[src/rtl/emergency_preempt_ctrl.sv]
// Emergency-vehicle preemption sequencer for a 4-approach intersection.
// Clears normal greens through yellow/all-red, serves one requesting approach
// at a time (round-robin), then hands the lamps back to the normal controller.
module emergency_preempt_ctrl #(
    parameter int unsigned YELLOW_TICKS = 3,
    parameter int unsigned ALLRED_TICKS = 2,
    parameter int unsigned HOLD_MIN     = 5,
    parameter int unsigned HOLD_MAX     = 20,
    parameter int unsigned CNT_W        = 8
) (
    input  logic       clk,
    input  logic       rst,
    input  logic       tick,
    input  logic [0:7] emergencyLane,
    input  logic [0:7] normal_green,
    input  logic [0:7] normal_yellow,
    output logic [0:7] lane_green,
    output logic [0:7] lane_yellow,
    output logic [0:3] grant,
    output logic       preempt_active
);

    localparam logic [CNT_W-1:0] YELLOW_LAST = CNT_W'(YELLOW_TICKS - 1);
    localparam logic [CNT_W-1:0] ALLRED_LAST = CNT_W'(ALLRED_TICKS - 1);
    localparam logic [CNT_W-1:0] HOLD_MIN_C  = CNT_W'(HOLD_MIN);
    localparam logic [CNT_W-1:0] HOLD_MAX_C  = CNT_W'(HOLD_MAX);

    typedef enum logic [2:0] {
        S_IDLE,
        S_CLEAR,
        S_ALLRED,
        S_HOLD,
        S_RELEASE
    } state_t;

    state_t           state_q, state_d;
    logic [CNT_W-1:0] cnt_q, cnt_d;
    logic [0:7]       mask_q, mask_d;
    logic [1:0]       rr_q, rr_d;
    logic [1:0]       g_q, g_d;
    logic [0:7]       lane_green_q, lane_green_d;
    logic [0:7]       lane_yellow_q, lane_yellow_d;
    logic [0:3]       grant_q, grant_d;
    logic             preempt_q, preempt_d;

    logic [0:3]       req_c;
    logic [0:3]       g_onehot_c;
    logic [0:7]       g_lanes_c;
    logic             any_req_c;
    logic             others_req_c;
    logic [1:0]       pick_c;
    logic [CNT_W-1:0] cnt_inc_c;
    logic             yellow_done_c;
    logic             allred_done_c;

    // Per-approach request: either lane of the approach asking
    assign req_c[0] = emergencyLane[0] | emergencyLane[1];
    assign req_c[1] = emergencyLane[2] | emergencyLane[3];
    assign req_c[2] = emergencyLane[4] | emergencyLane[5];
    assign req_c[3] = emergencyLane[6] | emergencyLane[7];

    assign any_req_c     = |req_c;
    assign cnt_inc_c     = cnt_q + CNT_W'(1);
    assign yellow_done_c = tick && (cnt_q == YELLOW_LAST);
    assign allred_done_c = tick && (cnt_q == ALLRED_LAST);

    // Decode the granted approach into a one-hot grant and its lane pair
    always_comb begin
        g_onehot_c                = '0;
        g_onehot_c[g_q]           = 1'b1;
        g_lanes_c                 = '0;
        g_lanes_c[{g_q, 1'b0}]    = 1'b1;
        g_lanes_c[{g_q, 1'b1}]    = 1'b1;
    end

    assign others_req_c = |(req_c & ~g_onehot_c);

    // Round-robin pick: first requesting approach at or after rr_q
    always_comb begin
        logic       found;
        logic [1:0] idx;
        found  = 1'b0;
        idx    = rr_q;
        pick_c = rr_q;
        for (int i = 0; i < 4; i++) begin
            idx = rr_q + 2'(i);
            if (!found && req_c[idx]) begin
                found  = 1'b1;
                pick_c = idx;
            end
        end
    end

    // Next-state, counter and registered-output computation
    always_comb begin
        state_d       = state_q;
        cnt_d         = cnt_q;
        mask_d        = mask_q;
        rr_d          = rr_q;
        g_d           = g_q;
        lane_green_d  = '0;
        lane_yellow_d = '0;
        grant_d       = '0;
        preempt_d     = 1'b1;

        case (state_q)
            S_IDLE: begin
                lane_green_d  = normal_green;
                lane_yellow_d = normal_yellow;
                preempt_d     = 1'b0;
                cnt_d         = '0;
                if (any_req_c) begin
                    mask_d  = normal_green | normal_yellow;
                    state_d = (|(normal_green | normal_yellow)) ? S_CLEAR : S_ALLRED;
                end
            end

            S_CLEAR: begin
                lane_yellow_d = mask_q;
                if (tick) cnt_d = cnt_inc_c;
                if (yellow_done_c) begin
                    state_d = S_ALLRED;
                    cnt_d   = '0;
                end
            end

            S_ALLRED: begin
                if (tick) cnt_d = cnt_inc_c;
                if (allred_done_c) begin
                    cnt_d = '0;
                    if (any_req_c) begin
                        g_d     = pick_c;
                        rr_d    = pick_c + 2'd1;
                        state_d = S_HOLD;
                    end else begin
                        state_d = S_IDLE;
                    end
                end
            end

            S_HOLD: begin
                lane_green_d = g_lanes_c;
                grant_d      = g_onehot_c;
                // Saturate so a long hold cannot wrap below HOLD_MAX
                if (tick && (cnt_q < HOLD_MAX_C)) cnt_d = cnt_inc_c;
                if ((!req_c[g_q] && (cnt_q >= HOLD_MIN_C)) ||
                    (others_req_c && (cnt_q >= HOLD_MAX_C))) begin
                    state_d = S_RELEASE;
                    cnt_d   = '0;
                end
            end

            S_RELEASE: begin
                lane_yellow_d = g_lanes_c;
                grant_d       = g_onehot_c;
                if (tick) cnt_d = cnt_inc_c;
                if (yellow_done_c) begin
                    state_d = S_ALLRED;
                    cnt_d   = '0;
                end
            end

            default: begin
                state_d = S_IDLE;
                cnt_d   = '0;
            end
        endcase
    end

    // State and output registers; reset aborts any sequence without clearance
    always_ff @(posedge clk) begin
        if (rst) begin
            state_q       <= S_IDLE;
            cnt_q         <= '0;
            mask_q        <= '0;
            rr_q          <= '0;
            g_q           <= '0;
            lane_green_q  <= '0;
            lane_yellow_q <= '0;
            grant_q       <= '0;
            preempt_q     <= 1'b0;
        end else begin
            state_q       <= state_d;
            cnt_q         <= cnt_d;
            mask_q        <= mask_d;
            rr_q          <= rr_d;
            g_q           <= g_d;
            lane_green_q  <= lane_green_d;
            lane_yellow_q <= lane_yellow_d;
            grant_q       <= grant_d;
            preempt_q     <= preempt_d;
        end
    end

    assign lane_green     = lane_green_q;
    assign lane_yellow    = lane_yellow_q;
    assign grant          = grant_q;
    assign preempt_active = preempt_q;

endmodule

[config.mk]
export PLATFORM = sky130hd
export DESIGN_NAME = emergency_preempt_ctrl
export DESIGN_NICKNAME = d
export VERILOG_FILES = /design/src/rtl/emergency_preempt_ctrl.sv
export SDC_FILE = /design/constraint.sdc
export NUM_CORES = 1
export LEC_CHECK = 0
export CELL_PAD_IN_SITES_DETAIL_PLACEMENT = 0
export CELL_PAD_IN_SITES_GLOBAL_PLACEMENT = 1
export CORE_ASPECT_RATIO = 1.75
export CORE_UTILIZATION = 37
export DETAILED_ROUTE_END_ITERATION = 6
export PLACE_DENSITY = 0.88
export SLEW_MARGIN = 20
export SYNTH_ARGS = -nofsm -noshare
export SYNTH_HDL_FRONTEND = slang
export SYNTH_SLANG_ARGS = --single-unit
[constraint.sdc]
create_clock -name clk -period 2.4 [get_ports clk]
set_clock_uncertainty 0.05 [all_clocks]
set_input_delay 0.48 -clock clk [delete_from_list [all_inputs] [get_ports clk]]
set_output_delay 0.48 -clock clk [all_outputs]
set_load 0.01 [all_outputs]
* After elaboration in Yosys (flattened, before gate mapping)
Index checks and enable logic that the tools add are counted.
** Storage, ports and cells
- Register bits :: 44
- Bits of input ports :: 27
- Output and inout bits :: 21
- Word-level logic and storage cells :: 123
** Operators by class
- Add/subtract/negate cells :: 5
- Order comparisons :: 13
- Equal/unequal tests :: 11
- Multiplexer cells :: 43
- Bitwise operators :: 16
- Reductions and logical operators :: 26
** Operators with widths (number)
- $pmux W8 S3 :: 2
- $mux W8 :: 5
- $mux W1 :: 17
- $or A8 B8 Y8 :: 2
- $pmux W8 S2 :: 1
- $ge A3 B3 Y1 const B :: 5
- $not A2 Y3 :: 5
- $mux W3 :: 4
- $pmux W3 S4 :: 1
- $logic_and A1 B1 Y1 :: 11
- $bmux W1 S2 :: 5
- $mux W2 :: 5
- $add A8 B1 Y8 const B :: 1
- $eq A8 B1 Y1 const B :: 1
- $eq A8 B2 Y1 const B :: 1
- $ge A4 B4 Y1 const B :: 2
- $ge A8 B3 Y1 const B :: 1
- $ge A8 B5 Y1 const B :: 1
- $lt A4 B1 Y1 const B :: 2
- $lt A8 B5 Y1 const B :: 1
- $not A3 Y4 :: 2
- $reduce_or A4 Y1 :: 2
- $reduce_or A8 Y1 :: 1
- $demux W1 S3 :: 2
- other kinds (21) :: 34

* Logic depth before layout (Yosys ltp)
- Depth in word-level cells :: 15
- Mapped depth :: 9
- Depth with buffers taken out :: 9

* Least setup slack after synthesis
No wires, ideal clock.
- Kind :: input port to flip-flop
- Start :: input port emergencyLane[1] (netlist name)
- End :: register rr_q[0]
- Library setup time :: 0.091 ns
- Data arrival time :: 1.859 ns
- Required time :: 2.259 ns
- Path slack :: 0.400 ns
- Stages :: 6
- Buffers on the path :: 0
- Path through :: nor2_1 > nor3_1 > mux4_2 > nor4_1 > a21oi_1 > a311oi_1
** Between the ends
- Cells in the longest elaborated chain, start to end :: 15
- Elaborated cells on any way between the ends :: 28
- Those cells by class :: 1 x add/sub; 18 x mux; 1 x bitwise; 8 x reduce/logical
** Ends and longest elaborated chain
- start: declaration :: RTL line 14 : input logic [0:7] emergencyLane,
- $or A1 B1 Y1 * :: RTL line 57 : assign req_c[0] = emergencyLane[0] | emergencyLane[1];
- $bmux W1 S2 :: RTL line 87 : if (!found && req_c[idx]) begin
- $mux W1 (implied by the code) (2 in series) :: RTL line 87
- $mux W1 :: RTL line 87
- $logic_not A1 Y1 :: RTL line 87
- $logic_and A1 B1 Y1 :: RTL line 87
- $mux W1 :: RTL line 87
- $logic_not A1 Y1 :: RTL line 87
- $logic_and A1 B1 Y1 :: RTL line 87
- $mux W1 :: RTL line 87
- $logic_not A1 Y1 :: RTL line 87
- $logic_and A1 B1 Y1 :: RTL line 87
- $mux W2 :: RTL line 87
- $add A2 B1 Y2 :: RTL line 133 : rr_d = pick_c + 2'd1;
- end signal: assignment :: RTL line 186 : rr_q <= rr_d;
- end: declaration :: RTL line 39 : logic [1:0] rr_q, rr_d;
Mark *: on every way between the ends. The rest lies on a longest branch, timed or not. The select of a mux whose other input is x is not followed.
A chain may end at the register's enable or synchronous reset.

* Worst setup path after layout
- Start :: input port emergencyLane[1] (netlist name)
- End :: register state_q[0]
** Between the ends
- Cells in the longest elaborated chain, start to end :: 9
- Elaborated cells on any way between the ends :: 17
- Those cells by class :: 2 x eq/ne; 6 x mux; 2 x bitwise; 7 x reduce/logical
** Ends and longest elaborated chain
- $or A1 B1 Y1 * :: RTL line 57
- $bmux W1 S2 :: RTL line 146 : if ((!req_c[g_q] && (cnt_q >= HOLD_MIN_C)) ||
- $mux W1 (implied by the code) (2 in series) :: RTL line 146
- $logic_not A1 Y1 :: RTL line 146
- $logic_and A1 B1 Y1 :: RTL line 146
- $logic_or A1 B1 Y1 :: RTL line 146
- $ne A2 B2 Y1 (no line)
- $reduce_and A4 Y1 (no line)
- end signal: assignment :: RTL line 183 : state_q <= state_d;
- end: declaration :: RTL line 36 : state_t state_q, state_d;
Marked as above.

==> results.json <==
{
  "crit_path_end_kind": "register",
  "clkPwrFrac_pct": 20.9,
  "totalWireLength_mm": 6.50,
  "grt_pass1_wl_mm": 10.7,
  "synthFlopType": "dfxtp_1",
  "grt_usage_pct": 22.3,
  "cap_violations": 0,
  "syn_area_per_cell_um2": 7.99,
  "final_hold_viol_count": 0,
  "seqCellArea_um2": 883,
  "multi_input_area_um2": 1340,
  "rows": 37,
  "htreeDepth": 2,
  "cts_buffers": 5,
  "drtIter0Drc": 98,
  "switchingPower_mw": 1.05,
  "fin_crit_sh_pct": 93.9,
  "synthArstFlopShare_pct": 0,
  "setup_tns_ns": 0,
  "critPathSlowestCell": "clkdlybuf4s50_1",
  "critPathBufInv": 2,
  "clockBufferDepth": 2,
  "nNetsFinal": 386,
  "slew_violations": 0,
  "worstPathArrival_ns": 2.44,
  "cts_tree": "built",
  "areaGrowthSynthToFinish_pct": 38.6,
  "slowest_delay_ns": 0.43,
  "yosysUniqueCellTypes": 50,
  "route.detailed.wl_per_inst_um": 15.0,
  "cts_setup_buffers": 0,
  "synth_common_cells": "dfxtp_1 (44), nor2_1 (40), nand2_1 (39)",
  "antenna_found_initial": 0,
  "power_leakage_nw": 1.19,
  "whs_ns": 0.457,
  "fin_crit_ns": 2.25,
  "synthTopCellsByArea": "dfxtp_1 (39%), nor2_1 (6.6%), nand2_1 (6.4%)",
  "startpoint_type": "input port",
  "start_util_pct": 38.6,
  "yosysTopAreaCell": "dfxtp_1",
  "cts-root-buf": "clkbuf_8",
  "die_w_um": 61.2,
  "path_max_fanout": 7,
  "grt_overflow": 0,
  "holdPathStages": 2,
  "crit_chain": "clkdlybuf4s50_1 -> nor2_2 -> buf_4 -> a22oi_1 -> a31o_2 -> o211ai_4 -> nand2_2 -> or3_1 -> a21oi_1",
  "synth_top_area_share_pct": 38.8,
  "clkSlewWorstSetupHoldPaths_ns": 0.09,
  "setup_ws_ns": 0.146,
  "nFillCells": 555,
  "ant_nets": 0,
  "core_um2": 5880,
  "synth_edf_count": 0,
  "drtPass1Iterations": 4,
  "place_ws_ns": -0.257,
  "ys_warn_count": 0,
  "dieArea_um2": 6460,
  "portBuffers": 47,
  "pwr-share-seq_pct": 35.1,
  "critPathTopFamily": "simple AND/OR/NAND/NOR gates",
  "min_path_type": "register to register",
  "yosysSeqAreaShare_pct": 38.8,
  "pwr-share-comb_pct": 44.0,
  "cts_sinks": 44,
  "ys_seq_elements": 44,
  "grt_max_degree": 27,
  "post_drt_via_cell_ratio": 5.41,
  "grt_pass1_vias": 2311,
  "vdd_drop_max_mv": 0.365,
  "p_sw_share_pct": 36.9,
  "power_mw": 2.85,
  "route.detailed.drc": 0,
  "powerDensity_nw_per_um2": 907,
  "place.gp.congestion": 0.988,
  "netlist_area_um2": 2270,
  "cp_data_required_time_ns": 2.58,
  "dr_total_vias": 2346,
  "dp_hpwl_mm": 5.12,
  "setup_violations": 0,
  "path_depth": 9,
  "antenna_cells": 0,
  "fmax_mhz": 444,
  "relSlewSlack_pct": 60.2,
  "tightest_slew_ns": 0.594,
  "synth_nets": 315,
  "die_h_um": 106,
  "worst-setup-path-type": "input port to register",
  "p_int_mw": 1.80,
  "post-synth-top-count-cell": "dfxtp_1",
  "io-pin-count": 48,
  "drive_above_1_share_pct": 16.9,
  "clkLatencyLatePin_ns": 0.31,
  "worst-r2r-cell-count": 7,
  "synthCells": 284,
  "grt_setup_unrepaired": "false",
  "status": "completed"
}
==> power by group through the flow <==
stage	clock network, mW	logic, mW	registers (mW)
floorplan	0	0.717	1.01
global placement	0	1.22	1.00
detailed placement	0	1.24	1.02
CTS	0.608	1.24	0.997
global route	0.645	1.39	1.02
finish	0.596	1.26	1.00
==> worst reg2reg max path, delay by kind of cell, from the launching register on <==
| family | cells | cell delay [ns] |
|---|---|---|
| compound gates | 5 | 1.00 |
| flops | 1 | 0.35 |
| simple gates | 1 | 0.58 |
| buf+inv | 1 | 0.19 |
==> registers in the layout (all words and copies together) (netlist names) <==
signal          flops
cnt_q               8
rr_q                2
g_q                 2
lane_yellow         8
lane_green          8
mask_q              8
preempt_active      1
grant               4
state_q             3
==> layout by cell type, fill, tap and decap left out, types with 2 or more instances in the layout <==
cell type	instances
dfxtp_1	42
a22oi_1	10
ha_1	4
nor2_1	38
a211oi_1	12
clkdlybuf4s50_1	47
dfxtp_2	2
o22ai_1	2
a31oi_1	2
nand2_1	39
inv_1	5
nor2b_1	6
a311oi_1	2
nand3_1	9
or3_1	2
o31ai_1	4
mux2i_1	2
a21oi_1	24
nor3b_2	2
buf_4	29
nor3_2	3
o21ai_0	11
nor4_1	2
nand2b_1	3
nand2_2	2
nand4_1	2
xnor2_1	2
and2_1	3
and3_1	4
clkbuf_8	5
nor3_1	10
==> path summary, 6_finish.rpt <==
path	from	to	slack, ns
worst min-delay path	mask_q[2]$_SDFFE_PP0P_	mask_q[2]$_SDFFE_PP0P_	0.46
worst max register to register	cnt_q[7]$_SDFFE_PP0P_	cnt_q[5]$_SDFFE_PP0P_	0.18
worst max-delay path	emergencyLane[1]	state_q[0]$_SDFFE_PP0P_	0.15
worst min register to register	mask_q[2]$_SDFFE_PP0P_	mask_q[2]$_SDFFE_PP0P_	0.46
==> layout make-up <==
cell class | instances | area share, %
tap | 78 | 3.10
multi-input combinational | 223 | 42.7
inverter | 5 | 0.597
clock buffer | 5 | 2.19
timing repair buffer | 76 | 21.9
clock inverter | 3 | 1.47
sequential | 44 | 28.1
==> stage by stage <==
step           utilization [%]  area (um2)  std cells
5_1_grt                   53.5        3150        434
3_3_place_gp              51.1        3010        426
2_1_floorplan                -        2270        284
3_5_place_dp              51.1        3010        426
4_1_cts                   53.1        3120        434
6_report                  53.5        3150        434
==> routing by layer <==
| metal | up-vias | GRT usage [%] | part of all wire (%) |
|---|---|---|---|
| met5 | - | 0 | 0 |
| met4 | 0 | 12.3 | 4.7 |
| met3 | 26 | 3.31 | 3.6 |
| met2 | 76 | 41.4 | 55 |
| met1 | 1079 | 21.9 | 36 |
| li1 | 1165 | - | - |
==> logic make-up (layout without fill, tap and decap cells) <==
logic type	Yosys count	after routing	synth area share, %
AND/OR/NAND/NOR	134	134	29.1
XOR/XNOR	3	3	1.16
AO/OA/AOI/OAI	79	79	23.9
multiplexers	3	3	1.87
adder cells (fa/ha/maj)	4	4	2.21
buffers and inverters	17	89	3.03
flip-flops	44	44	38.8
==> repair_timing <==
action,CTS,global route
setup endpoints to repair,0,16
gates resized for setup,0,8
hold endpoints to repair,0,0
hold buffers,0,0
(Power assumes the default switching activity.)
